File: config.mk
export PLATFORM = sky130hd
export DESIGN_NAME = mds_inv_flat
export DESIGN_NICKNAME = d
export VERILOG_FILES = /design/src/rtl/mds_inv_if.sv /design/src/rtl/mds_inv.sv /design/src/flat_wrapper.sv
export SDC_FILE = /design/constraint.sdc
export NUM_CORES = 1
export LEC_CHECK = 0
export CELL_PAD_IN_SITES_DETAIL_PLACEMENT = 1
export CELL_PAD_IN_SITES_GLOBAL_PLACEMENT = 1
export CORE_AREA = 2 2 120 122
export CTS_CLUSTER_DIAMETER = 50
export DETAILED_ROUTE_END_ITERATION = 8
export DIE_AREA = 0 0 122 124
export PLACE_DENSITY = 0.81
export SETUP_SLACK_MARGIN = 0.5
export SLEW_MARGIN = 20
export SYNTH_ARGS = -nofsm -noshare
export SYNTH_HDL_FRONTEND = slang
export SYNTH_SLANG_ARGS = --single-unit
export TNS_END_PERCENT = 30
File: constraint.sdc
create_clock -name clk -period 3.82 [get_ports clk]
set_clock_uncertainty 0.2 [all_clocks]
set_input_delay 0.764 -clock clk [delete_from_list [all_inputs] [get_ports clk]]
set_output_delay 0.764 -clock clk [all_outputs]
set_load 0.05 [all_outputs]
File: src/rtl/mds_inv_if.sv
// Handshake bundle for the inverse-MDS block: one z word in, one y vector out.
// Both directions use valid/ready: a transfer happens on a rising clk edge
// where valid and ready are both 1; valid, once raised, holds its payload
// stable until that edge, and ready may be sampled freely without side effect.
interface mds_inv_if;
   logic        in_valid;
   logic        in_ready;
   logic [31:0] z;
   logic        out_valid;
   logic        out_ready;
   logic [7:0]  y0;
   logic [7:0]  y1;
   logic [7:0]  y2;
   logic [7:0]  y3;
   logic [1:0]  dbg_state;

   modport master (
      output in_valid, z, out_ready,
      input  in_ready, out_valid, y0, y1, y2, y3, dbg_state
   );

   modport slave (
      input  in_valid, z, out_ready,
      output in_ready, out_valid, y0, y1, y2, y3, dbg_state
   );
endinterface

File: src/rtl/mds_inv.sv
// Inverse Twofish MDS: y = Minv * z over GF(2^8) mod 0x169.
// One shared multiplier walks the 16 matrix terms (one per cycle), folding
// each product into the accumulator of its row; the finished vector is
// registered on y0..y3 and held until the next result replaces it.
module mds_inv (
   input logic   clk,
   input logic   rst,
   mds_inv_if.slave bus
);

   typedef enum logic [1:0] {
      IDLE = 2'd0,
      MUL  = 2'd1,
      DONE = 2'd2
   } state_t;

   state_t      state;
   state_t      state_nx;
   logic [3:0]  k;
   logic [31:0] zreg;
   logic [7:0]  acc [4];
   logic [7:0]  y_q [4];
   logic [1:0]  row;
   logic [1:0]  col;
   logic [7:0]  coef;
   logic [7:0]  zbyte;
   logic [7:0]  prod;
   logic        in_ready_w;
   logic        out_valid_w;

   // Shift-and-add multiply; x^8 folds back as x^6+x^5+x^3+1 (0x69).
   function automatic logic [7:0] gf_mul(input logic [7:0] a, input logic [7:0] b);
      logic [7:0] p;
      logic [7:0] s;
      p = 8'h00;
      s = a;
      for (int i = 0; i < 8; i++) begin
         if (b[i]) p = p ^ s;
         s = s[7] ? ({s[6:0], 1'b0} ^ 8'h69) : {s[6:0], 1'b0};
      end
      return p;
   endfunction

   // Inverse of the MDS matrix, indexed {row, col}; entries precomputed.
   function automatic logic [7:0] minv_rom(input logic [3:0] idx);
      logic [7:0] c;
      c = 8'h00;
      case (idx)
         4'h0: c = 8'hBB;  4'h1: c = 8'hC4;  4'h2: c = 8'hED;  4'h3: c = 8'h89;
         4'h4: c = 8'h1B;  4'h5: c = 8'hED;  4'h6: c = 8'hBF;  4'h7: c = 8'h7B;
         4'h8: c = 8'hF2;  4'h9: c = 8'h89;  4'hA: c = 8'h7B;  4'hB: c = 8'h89;
         4'hC: c = 8'h32;  4'hD: c = 8'hBB;  4'hE: c = 8'h1B;  4'hF: c = 8'hF2;
         default: c = 8'h00;
      endcase
      return c;
   endfunction

   assign row = k[3:2];
   assign col = k[1:0];

   // Select this step's coefficient and captured z byte, then multiply.
   always_comb begin
      zbyte = 8'h00;
      coef  = minv_rom(k);
      case (col)
         2'd0: zbyte = zreg[31:24];
         2'd1: zbyte = zreg[23:16];
         2'd2: zbyte = zreg[15:8];
         2'd3: zbyte = zreg[7:0];
         default: zbyte = 8'h00;
      endcase
      prod = gf_mul(coef, zbyte);
   end

   // Next-state and handshake outputs; ready and valid are decoded from state.
   always_comb begin
      state_nx    = state;
      in_ready_w  = 1'b0;
      out_valid_w = 1'b0;
      unique case (state)
         IDLE: begin
            in_ready_w = 1'b1;
            if (bus.in_valid) state_nx = MUL;
         end
         MUL: begin
            if (k == 4'd15) state_nx = DONE;
         end
         DONE: begin
            out_valid_w = 1'b1;
            if (bus.out_ready) state_nx = IDLE;
         end
         default: state_nx = IDLE;
      endcase
   end

   // State register; reset wins over any handshake in the same cycle.
   always_ff @(posedge clk) begin
      if (rst) state <= IDLE;
      else     state <= state_nx;
   end

   // Datapath: capture z, accumulate one term per MUL cycle, publish at k=15.
   always_ff @(posedge clk) begin
      if (rst) begin
         k    <= 4'd0;
         zreg <= 32'h0;
         for (int i = 0; i < 4; i++) begin
            acc[i] <= 8'h00;
            y_q[i] <= 8'h00;
         end
      end else begin
         case (state)
            IDLE: begin
               if (bus.in_valid) begin
                  zreg <= bus.z;
                  k    <= 4'd0;
                  for (int i = 0; i < 4; i++) acc[i] <= 8'h00;
               end
            end
            MUL: begin
               acc[row] <= acc[row] ^ prod;
               k        <= k + 4'd1;
               if (k == 4'd15) begin
                  // Row 3 receives its last term on this same edge.
                  y_q[0] <= acc[0];
                  y_q[1] <= acc[1];
                  y_q[2] <= acc[2];
                  y_q[3] <= acc[3] ^ prod;
               end
            end
            default: ;
         endcase
      end
   end

   assign bus.in_ready  = in_ready_w;
   assign bus.out_valid = out_valid_w;
   assign bus.y0        = y_q[0];
   assign bus.y1        = y_q[1];
   assign bus.y2        = y_q[2];
   assign bus.y3        = y_q[3];
   assign bus.dbg_state = state;

endmodule

File: src/flat_wrapper.sv
// flat-port wrapper written by rule: the top's interface ports become plain ports
module mds_inv_flat 
  (clk, rst, bus_in_valid, bus_z, bus_out_ready, bus_in_ready, bus_out_valid, bus_y0, bus_y1, bus_y2, bus_y3, bus_dbg_state);
  mds_inv_if bus_i ();
  input logic clk;
  input logic rst;
  input wire logic [$bits(bus_i.in_valid)-1:0] bus_in_valid;
  input wire logic [$bits(bus_i.z)-1:0] bus_z;
  input wire logic [$bits(bus_i.out_ready)-1:0] bus_out_ready;
  output wire logic [$bits(bus_i.in_ready)-1:0] bus_in_ready;
  output wire logic [$bits(bus_i.out_valid)-1:0] bus_out_valid;
  output wire logic [$bits(bus_i.y0)-1:0] bus_y0;
  output wire logic [$bits(bus_i.y1)-1:0] bus_y1;
  output wire logic [$bits(bus_i.y2)-1:0] bus_y2;
  output wire logic [$bits(bus_i.y3)-1:0] bus_y3;
  output wire logic [$bits(bus_i.dbg_state)-1:0] bus_dbg_state;
  assign bus_i.in_valid = bus_in_valid;
  assign bus_i.z = bus_z;
  assign bus_i.out_ready = bus_out_ready;
  assign bus_in_ready = bus_i.in_ready;
  assign bus_out_valid = bus_i.out_valid;
  assign bus_y0 = bus_i.y0;
  assign bus_y1 = bus_i.y1;
  assign bus_y2 = bus_i.y2;
  assign bus_y3 = bus_i.y3;
  assign bus_dbg_state = bus_i.dbg_state;
  mds_inv u_core (.clk(clk), .rst(rst), .bus(bus_i));
endmodule
==> flow_summary_export.csv <==
group,metric,value,unit
run_status,outcome,"complete, no violations",
setup_path,cp.arrival,3.12,ns
sta,worst_slack,0.594,ns
worst_hold_path,min_to,"u_core.zreg[0]",
layout,nets,712,
setup_path,timing.rr.end,"u_core.acc[2][5]",
clock_network,cts_made_buffers,9,
detailed_routing,drcViolationCount,0,
worst_hold_path,min_path_type,"reg2reg",
synthesis,yosysMostFrequentCell,"nand2_1",
synthesis,synth_commonest_cells,"nand2_1, nor2_1, edfxtp_1",
setup_path,r2r_start,"u_core.k[1]",
synthesis,synth_edf_count,64,
floorplanning,initial_core_util,0.437,
synthesis,synth_cells,596,
pwr,vdd_drop_max,0.284,mV
clock_network,cts.htree.levels,3,
synthesis,synth_top_flop_cell,"edfxtp_1",
grt,grt_max_degree,34,
worst_hold_path,hold_start,"u_core.zreg[0]",
setup_path,path_class,"reg2reg",
setup_path,cp-start-kind,"flip-flop",
grt,track_usage,0.232,
sta,slew_viol_final,0,
detailed_routing,drtPass1Iterations,5,
layout,n_antenna_cell,0,
clock_network,cts_tree,"done",
placement,port-buffer-count,71,
pwr,p_seq_frac,0.380,
synthesis,synth_area_leaders,"edfxtp_1, dfxtp_1, xnor2_1, nand2_1, nor2_1",
sta,final-setup-viol-count,0,
pwr,p_clk_frac,0.281,
placement,hpwl,11900,um
grt,antenna_found_initial,0,
floorplanning,dieWidth,122,um
sta,slew_headroom,0.332,
synthesis,synth_top_area_cell,"edfxtp_1",
placement,postPlaceCellArea,6900,um^2
pwr,intPower,2400,uW
layout,synthToLayoutAreaGrowth,24.9,%
synthesis,syn_nets,640,
detailed_routing,drt_iter0_drc,361,
sta,fmax,0.310,GHz
floorplanning,core_area,13700,um^2
sta,tightest_slew,0.999,ns
setup_path,critPathMaxFanout,8,
setup_path,crit_path_cell_trace,"inv_1, ha_4, a222oi_1, a21oi_4, nand2_1, xnor2_1, xnor3_1, xnor2_1, buf_4, xnor2_4, nor2_1",
pwr,p_leak,0.00277,uW
setup_path,path_common_cell,"xnor2_1",
clock_network,cts.clk_slew.worst_paths,0.08,ns
synthesis,yosys_warnings,0,
floorplanning,num_io_pins,72,
worst_hold_path,hold_depth,2,
setup_path,cpPeakStageDelay,0.55,ns
pwr,p_comb_frac,0.339,
detailed_routing,vias,4717,
setup_path,reg2regPathDepth,11,
pwr,powerDensity,481,nW/um^2
clock_network,cts_sinks,110,
setup_path,r2r_setup_slack,0.59,ns
synthesis,synth.top_cell.area_share,0.321,
setup_path,end_kind,"flip-flop",
layout,finish.instance_area,7480,um^2
synthesis,avgSynthCellArea,10.1,um^2
placement,place_inst,830,
floorplanning,rows,43,
placement,gp_congestion,0.937,
synthesis,ys_ff_latch,110,
synthesis,synth_cell_types,58,
sta,rsz0062_at_grt,"yes",
grt,grt_pass1_wl,26500,um
grt,grt_pass1_vias,5042,
sta,setup-tns-final,0,ns
sta,finalCriticalPeriod,3.23,ns
detailed_routing,vias_per_cell,5.53,
pwr,sw_frac_of_total,0.333,
layout,fin_cells,853,
synthesis,synth_area,5990,um^2
sta,period_share,0.845,
setup_path,cp_slowest_cell,"a222oi_1",
sta,hold_viol_final,0,
floorplanning,die_area,15100,um^2
detailed_routing,drt-total-wl,16700,um
run,drv_cap,0,
synthesis,ys_seq_area_frac,0.475,
pwr,p_sw,1200,uW
setup_path,critPathRequiredTime,3.72,ns
grt,grt-ovfl-total,0,
detailed_routing,routedWlPerCell,19.5,um
layout,drive_above_1_share,0.143,
clock_network,root_buffer,"clkbuf_16",
floorplanning,die_height,124,um
synthesis,ys_async_sr_fraction,0,
clock_network,clock_path_buffers,2,
clock_network,worstSkewPairLatency,0.37,ns
placement,place_ws,0.0874,ns
sta,hold_slack,0.269,ns
detailed_routing,postRouteAntennaNets,0,
==> cell type report <==
cell class	count	area, um^2
clock inverter	7	86.3
clock buffer	9	225
timing repair buffer	96	898
sequential	110	2850
inverter	10	40.0
multi-input combinational	441	3160
fill	1490	6240
tap	180	225
==> flip-flops by register name, summed over array words and instances, names as in the netlist, named ones only <==
| signal | count |
|---|---|
| u_core.y_q | 32 |
| u_core.k | 4 |
| u_core.coef | 6 |
| u_core.zreg | 32 |
| u_core.acc | 32 |
| u_core.bus.dbg_state | 2 |
==> power by group through the flow <==
stage	Sequential [uW]	Clock [uW]	Combinational [uW]
global route	1380	1060	1300
detailed placement	1390	0	1060
finish	1370	1010	1220
global placement	1390	0	1010
floorplan	1420	0	734
CTS	1370	1020	1140
==> logic make-up (layout without fill, tap and decap cells) <==
family | count (synthesis) | count (layout) | synth area share
AOI/OAI and AO/OA | 102 | 102 | 0.114
muxes | 19 | 19 | 0.0495
xor gates and xnor gates | 74 | 74 | 0.138
adders and majority gates | 8 | 8 | 0.0167
and+or+nand+nor | 238 | 238 | 0.174
DFF | 110 | 110 | 0.475
buffers and inverters | 45 | 122 | 0.0330
==> placed cells by master, fill, tap and decap left out, drive strengths merged, types with 2 or more instances in the layout <==
master | netlist | routed
a211oi | 6 | 6
a21o | 9 | 9
a21oi | 47 | 47
a222oi | 7 | 7
a22oi | 9 | 9
and2 | 28 | 28
buf | 17 | 25
clkbuf | 18 | 9
clkdlybuf4s50 | 0 | 71
clkinv | 0 | 2
dfxtp | 46 | 46
edfxtp | 64 | 64
ha | 8 | 8
inv | 10 | 13
mux2 | 5 | 5
mux2i | 6 | 6
mux4 | 8 | 8
nand2 | 95 | 95
nand2b | 3 | 3
nand3 | 3 | 3
nand3b | 2 | 2
nand4 | 2 | 2
nor2 | 82 | 82
nor2b | 11 | 11
nor3 | 5 | 5
nor4 | 2 | 2
o21ai | 7 | 7
o221ai | 3 | 3
or3 | 2 | 2
xnor2 | 49 | 49
xnor3 | 8 | 8
xor2 | 15 | 15
xor3 | 2 | 2
==> repair_timing <==
action	4_1_cts	5_1_grt
pin swaps	13	11
endpoints found under the setup margin	38	38
cloned	0	0
hold buffers	0	0
setup buffers	7	0
resized for setup	23	19
==> worst max-delay path: cells and delay by family, from the launching register on <==
kind	cells	cell delay (ns)
xor+xnor	4	0.94
simple gates	2	0.21
fa+ha+maj	1	0.21
compound gates	2	0.74
buf+inv	2	0.29
flops	1	0.38
==> layer usage <==
layer	up-vias	global-route usage	wire length (um)
li1	2213	-	-
met1	2359	0.286	7090
met5	-	0	0
met3	24	0.0343	699
met2	121	0.409	8470
met4	0	0.0927	392
==> stage by stage <==
step	power (uW)	utilization
3_5_place_dp	2450	0.503
2_1_floorplan	2150	-
4_1_cts	3520	0.538
6_report	3600	0.545
3_3_place_gp	2400	0.503
5_1_grt	3740	0.545
==> worst max-delay path by stage <==
stage | from | to | slack (ns) | depth (start not counted)
2_1_floorplan | u_core.k[0] | u_core.acc[0][7] | 0.62 | 11
3_3_place_gp | u_core.k[0] | u_core.acc[2][2] | 0.23 | 12
3_5_place_dp | u_core.k[0] | u_core.acc[1][2] | 0.09 | 10
4_1_cts | u_core.k[0] | u_core.acc[0][3] | 0.52 | 10
5_1_grt | u_core.k[1] | u_core.y_q[3][7] | 0.48 | 10
6_report | u_core.k[1] | u_core.acc[2][5] | 0.59 | 11
No activity file was read; power rests on OpenSTA's default activity.
